**config.mk**
```make
export PLATFORM = sky130hd
export DESIGN_NAME = robot_motion_scheduler
export DESIGN_NICKNAME = d
export VERILOG_FILES = /design/src/rtl/robot_pkg.sv /design/src/rtl/robot_grant_arbiter.sv /design/src/rtl/robot_motion_scheduler.sv
export SDC_FILE = /design/constraint.sdc
export NUM_CORES = 1
export LEC_CHECK = 0
export ABC_AREA = 1
export ABC_CLOCK_PERIOD_IN_PS = 1800
export BUFFER_PORTS_ARGS = -buffer_cell sky130_fd_sc_hd__buf_4
export CAP_MARGIN = 20
export CORE_UTILIZATION = 34
export DETAILED_ROUTE_END_ITERATION = 7
export RECOVER_POWER = 25
export SETUP_SLACK_MARGIN = 0.15
export SLEW_MARGIN = 15
export SYNTH_ARGS = -nofsm -noshare
export SYNTH_HDL_FRONTEND = slang
export SYNTH_SLANG_ARGS = --single-unit
export TNS_END_PERCENT = 1
```
**constraint.sdc**
```tcl
create_clock -name clk -period 1.8 [get_ports clk]
set_input_delay 0.36 -clock clk [delete_from_list [all_inputs] [get_ports clk]]
set_output_delay 0.36 -clock clk [all_outputs]
set_load 0.05 [all_outputs]
```
**src/rtl/robot_pkg.sv**
```systemverilog
// Shared types and constants for the robot motion scheduler and its grant arbiter.
package robot_pkg;

  typedef enum logic [1:0] {
    CMD_STOP = 2'b00,
    CMD_FWD  = 2'b01,
    CMD_TURN = 2'b10,
    CMD_RSVD = 2'b11
  } cmd_t;

  typedef enum logic [1:0] {
    ST_IDLE = 2'b00,
    ST_FWD  = 2'b01,
    ST_TURN = 2'b10,
    ST_GAP  = 2'b11
  } sched_state_t;

  localparam logic OWNER_AUTO   = 1'b0;
  localparam logic OWNER_REMOTE = 1'b1;

  // One-hot grant encoding: bit 0 is auto, bit 1 is remote.
  localparam logic [1:0] GNT_AUTO   = 2'b01;
  localparam logic [1:0] GNT_REMOTE = 2'b10;

  function automatic int max_int(input int a, input int b);
    return (a > b) ? a : b;
  endfunction

endpackage

```
**src/rtl/robot_grant_arbiter.sv**
```systemverilog
// Fixed-priority grant between remote and auto sources, with a burst limit that
// lets a waiting auto request through after REMOTE_BURST consecutive remote grants.
module robot_grant_arbiter
  import robot_pkg::*;
#(
  parameter int REMOTE_BURST = 3
) (
  input  logic       clk,
  input  logic       reset,
  input  logic       auto_valid,
  input  logic       remote_valid,
  input  logic       accept,
  output logic [1:0] grant
);

  localparam int BURST_W = $clog2(REMOTE_BURST + 1);

  logic [BURST_W-1:0] consec_remote;
  logic               burst_full;

  assign burst_full = (consec_remote == BURST_W'(REMOTE_BURST));

  // Grant selection; a lone auto request must still be served, so auto wins
  // whenever remote is idle or the remote burst budget is spent.
  always_comb begin
    grant = GNT_REMOTE;
    if (auto_valid && (!remote_valid || burst_full)) begin
      grant = GNT_AUTO;
    end else begin
      grant = GNT_REMOTE;
    end
  end

  // Saturating count of remote grants taken while auto was waiting.
  always_ff @(posedge clk) begin
    if (reset) begin
      consec_remote <= {BURST_W{1'b0}};
    end else if (accept) begin
      if (grant == GNT_AUTO) begin
        consec_remote <= {BURST_W{1'b0}};
      end else if (auto_valid && !burst_full) begin
        consec_remote <= consec_remote + BURST_W'(1);
      end else begin
        consec_remote <= consec_remote;
      end
    end else begin
      consec_remote <= consec_remote;
    end
  end

endmodule

```
**src/rtl/robot_motion_scheduler.sv**
```systemverilog
// Expands accepted STOP/FWD/TURN commands into timed front/turn pulses, aborts
// forward moves on obstacles, and inserts one dead cycle between commands.
module robot_motion_scheduler
  import robot_pkg::*;
#(
  parameter int FWD_CYCLES   = 4,
  parameter int TURN_CYCLES  = 2,
  parameter int REMOTE_BURST = 3
) (
  input  logic       clk,
  input  logic       reset,
  input  logic       front_sensor,
  input  logic       left_sensor,
  input  logic       auto_valid,
  input  logic [1:0] auto_cmd,
  output logic       auto_ready,
  input  logic       remote_valid,
  input  logic [1:0] remote_cmd,
  output logic       remote_ready,
  output logic       front,
  output logic       turn,
  output logic       abort,
  output logic       owner,
  output logic [1:0] status
);

  localparam int MAX_CYCLES = max_int(FWD_CYCLES, TURN_CYCLES);
  localparam int CNT_W      = $clog2(MAX_CYCLES + 1);

  sched_state_t     state;
  sched_state_t     state_next;
  logic [CNT_W-1:0] cnt;
  logic [CNT_W-1:0] cnt_next;
  logic             abort_next;
  logic             owner_next;
  logic [1:0]       grant;
  logic             idle;
  logic             accept;
  logic             sel_remote;
  cmd_t             sel_cmd;

  robot_grant_arbiter #(
    .REMOTE_BURST (REMOTE_BURST)
  ) u_arbiter (
    .clk          (clk),
    .reset        (reset),
    .auto_valid   (auto_valid),
    .remote_valid (remote_valid),
    .accept       (accept),
    .grant        (grant)
  );

  // Handshake: ready only in IDLE, steered by the arbiter's grant.
  always_comb begin
    idle         = (state == ST_IDLE);
    auto_ready   = idle & grant[0];
    remote_ready = idle & grant[1];
    accept       = (auto_ready & auto_valid) | (remote_ready & remote_valid);
    sel_remote   = grant[1];
    if (sel_remote) begin
      sel_cmd = cmd_t'(remote_cmd);
    end else begin
      sel_cmd = cmd_t'(auto_cmd);
    end
  end

  // Next-state, duration counter, abort pulse and owner selection.
  always_comb begin
    state_next = state;
    cnt_next   = cnt;
    abort_next = 1'b0;
    owner_next = owner;
    case (state)
      ST_IDLE: begin
        cnt_next = {CNT_W{1'b0}};
        if (accept) begin
          owner_next = sel_remote ? OWNER_REMOTE : OWNER_AUTO;
          case (sel_cmd)
            CMD_FWD: begin
              if (front_sensor) begin
                state_next = ST_GAP;
                abort_next = 1'b1;
              end else begin
                state_next = ST_FWD;
                cnt_next   = CNT_W'(FWD_CYCLES);
              end
            end
            CMD_TURN: begin
              state_next = ST_TURN;
              cnt_next   = CNT_W'(TURN_CYCLES);
            end
            default: begin
              state_next = ST_GAP;
            end
          endcase
        end else begin
          state_next = ST_IDLE;
        end
      end
      ST_FWD: begin
        if (front_sensor) begin
          state_next = ST_GAP;
          cnt_next   = {CNT_W{1'b0}};
          abort_next = 1'b1;
        end else if (cnt == CNT_W'(1)) begin
          state_next = ST_GAP;
          cnt_next   = {CNT_W{1'b0}};
        end else begin
          state_next = ST_FWD;
          cnt_next   = cnt - CNT_W'(1);
        end
      end
      ST_TURN: begin
        if (cnt == CNT_W'(1)) begin
          state_next = ST_GAP;
          cnt_next   = {CNT_W{1'b0}};
        end else begin
          state_next = ST_TURN;
          cnt_next   = cnt - CNT_W'(1);
        end
      end
      ST_GAP: begin
        state_next = ST_IDLE;
        cnt_next   = {CNT_W{1'b0}};
      end
      default: begin
        state_next = ST_IDLE;
        cnt_next   = {CNT_W{1'b0}};
      end
    endcase
  end

  // State and registered outputs; actuators follow the state being entered.
  always_ff @(posedge clk) begin
    if (reset) begin
      state  <= ST_IDLE;
      cnt    <= {CNT_W{1'b0}};
      front  <= 1'b0;
      turn   <= 1'b0;
      abort  <= 1'b0;
      owner  <= OWNER_AUTO;
      status <= 2'b00;
    end else begin
      state  <= state_next;
      cnt    <= cnt_next;
      front  <= (state_next == ST_FWD);
      turn   <= (state_next == ST_TURN);
      abort  <= abort_next;
      owner  <= owner_next;
      status <= {front_sensor, left_sensor};
    end
  end

endmodule

```
==> out/metrics.cfg <==
[clock_network]
clockBufferDepth=2
path_clk_slew_ns=0.09
htreeDepth=1
cts_buffers=3
tritoncts=built
cts_root_buf=clkbuf_4
clk_latency_ns=0.29
cts_sinks=13

[routing]
drt_iter0_drc=13
vias=615
totalWireLength_um=1445
drc=0
wire_per_inst_um=10.32
antenna_left=0
vias_per_cell=4.393
drt_first_pass_iters=4

[critical_path]
r2r-start=u_arbiter.consec_remote[1]
critical_path_class=flip-flop to flip-flop
r2r_cells=13
crit_path_end=turn
cp.required_ns=2.02
slowest_delay_ns=0.36
critPathLaunch=u_arbiter.consec_remote[1]
worstSetupStartpointType=flip-flop
cp_max_fo=5
worstPathCellList=ha_4 -> inv_2 -> nand2_4 -> nand2_8 -> o21ai_4 -> inv_2 -> ha_4 -> nor2_1 -> nand2_1 -> inv_1 -> o21ai_2 -> nand2_2 -> nor2_2
cp_data_arrival_time_ns=1.93
worstReg2RegEnd=turn
path_buf_inv=3
cp_num_cells=13
critPathCaptureType=flip-flop
crit_family=simple AND/OR/NAND/NOR gates
slowest_stage=dfxtp_2
r2r_setup_slack_ns=0.09

[timing]
slew_headroom_pct=85.39
report.final.setup_viol=0
period_share_pct=94.87
slew_viol_final=0
hold_viol=0
tightest_slew_ns=0.2177
fin_worst_skew_ns=0.01202
rsz0062_at_grt=true
period_needed_ns=1.708
setup-tns-final_ns=0
timing.fmax_mhz=585.6

[global_routing]
antenna_found_initial=0
grt_pass1_vias=542
track_usage_pct=14.13
overflow=0
grt_max_degree=8
grt_pass1_wl_um=2118

[min_path]
min_path_type=input pin to flip-flop

[placed_design]
gp_congestion=0.7320
hpwl_um=1018
numPortBuffers=17

[finish]
drive_above_1_share_pct=40.00
syn_to_final_growth_pct=45.35
nNetsFinal=132
fill_cells=178
num_antenna_cells=0

[yosys]
syn-cell-area_um2=673.1
ys_seq_elements=13
synth_nets=105
synthDistinctLibCells=17
yosys_warnings=0
syn-instance-count=89
avgSynthCellArea_um2=7.563
synth_seq_area_share_pct=38.66

[power]
power_density_nw_per_um2=996.9
peakVddDrop_v=0.0004354
total_power_w=0.0009754
leakage_nw=0.4816

[floorplan]
die_y_um=46.50
die_w_um=46.50
rows=15
die_area_um2=2162
io_pins=18
initial_core_util_pct=37.75
core_area_um2=1783

[run]
cap_viol_max_count=0

[status]
outcome=complete, no violations

-- logic make-up after synthesis --
| logic type | share of synthesized area (%) |
|---|---|
| AO/OA/AOI/OAI | 16.54 |
| XOR/XNOR | 1.301 |
| adder cells (fa/ha/maj) | 11.15 |
| buffers and inverters | 10.60 |
| flip-flops | 38.66 |
| multiplexers | 1.487 |
| AND/OR/NAND/NOR | 20.26 |
-- cell type report --
class,count,area [um^2],share of cell area (%)
Tap cell,25,31.28,3.197
Sequential cell,13,262.8,26.85
Timing Repair Buffer,22,168.9,17.26
Multi-Input combinational cell,57,417.9,42.71
Clock buffer,4,26.28,2.685
Inverter,19,71.32,7.289
-- worst min path at each step --
stage,startpoint,to,slack [ns],cells after the start
2_1_floorplan,reset,owner,0.43,1
3_3_place_gp,cnt[0],cnt[0],0.45,1
3_5_place_dp,owner,owner,0.46,2
4_1_cts,reset,u_arbiter.consec_remote[1],0.25,2
5_1_grt,reset,owner,0.27,2
6_report,reset,u_arbiter.consec_remote[1],0.27,2
-- power by group --
group	total [W]	internal, W	switching (W)	leakage, nW
Clock	0.000190	0.0000861	0.000104	0.0150
Sequential	0.000363	0.000334	0.0000289	0.108
Combinational	0.000422	0.000157	0.000265	0.359
-- cell usage after synthesis --
master | n | area, um^2
a21oi_2 | 1 | 8.760
inv_1 | 17 | 63.81
nand3_1 | 3 | 15.01
nand2_2 | 1 | 6.260
a21oi_1 | 6 | 30.03
xor2_1 | 1 | 8.760
dfxtp_1 | 13 | 260.3
inv_2 | 2 | 7.510
o21ai_2 | 4 | 35.03
o211ai_4 | 1 | 21.27
ha_1 | 6 | 75.07
nand2_1 | 18 | 67.56
mux2i_1 | 1 | 10.01
nor2_1 | 10 | 37.54
nor3_1 | 2 | 10.01
o21ai_1 | 2 | 10.01
o22ai_1 | 1 | 6.260
-- flip-flops by register name, indices dropped and copies added, names as in the netlist --
register / cells
owner: 1
state: 2
abort: 1
cnt: 3
u_arbiter.consec_remote: 2
front: 1
status: 2
turn: 1
-- cell usage in the layout, fill, tap and decap left out, types with 2 or more instances in the layout --
cell type / netlist / routed
o21ai_1: 2 / 2
nand2_2: 1 / 2
clkbuf_1: 0 / 2
inv_2: 2 / 4
nand2_1: 18 / 14
clkbuf_4: 0 / 4
ha_1: 6 / 3
dfxtp_2: 0 / 2
buf_4: 0 / 18
a21oi_1: 6 / 6
ha_4: 0 / 2
nand2_4: 0 / 2
o21ai_2: 4 / 3
dfxtp_1: 13 / 11
buf_6: 0 / 2
inv_1: 17 / 15
nor2_1: 10 / 9
nand3_1: 3 / 3
-- routing by layer --
metal,track usage [%],wire length [um],vias up
li1,-,-,326
met5,0,0,-
met4,3.529,10,0
met3,5.882,48,2
met1,16.67,648,276
met2,23.33,738,11
-- through the flow --
stage | hold slack [ns] | std cells | setup slack, ns | util (%) | area, um^2
final | 0.2658 | 140 | 0.09229 | 54.88 | 978.4
after global routing | 0.2662 | 140 | -0.02164 | 54.88 | 978.4
after CTS | 0.2544 | 138 | 0.04196 | 52.98 | 944.7
after detailed placement | 0.4577 | 131 | -0.01134 | 47.09 | 839.6
after global placement | 0.4460 | 131 | 0.02827 | 47.09 | 839.6
after floorplan | 0.4291 | 89 | 0.1499 | - | 680.7
-- repair_timing --
action / 4_1_cts / 5_1_grt
hold buffers: 0 / 0
pin swaps: 8 / 6
resized for setup: 14 / 5
endpoints found under the hold margin: 0 / 0
buffers inserted: 3 / 2
setup endpoints to repair: 6 / 5
(Power assumes the default switching activity.)
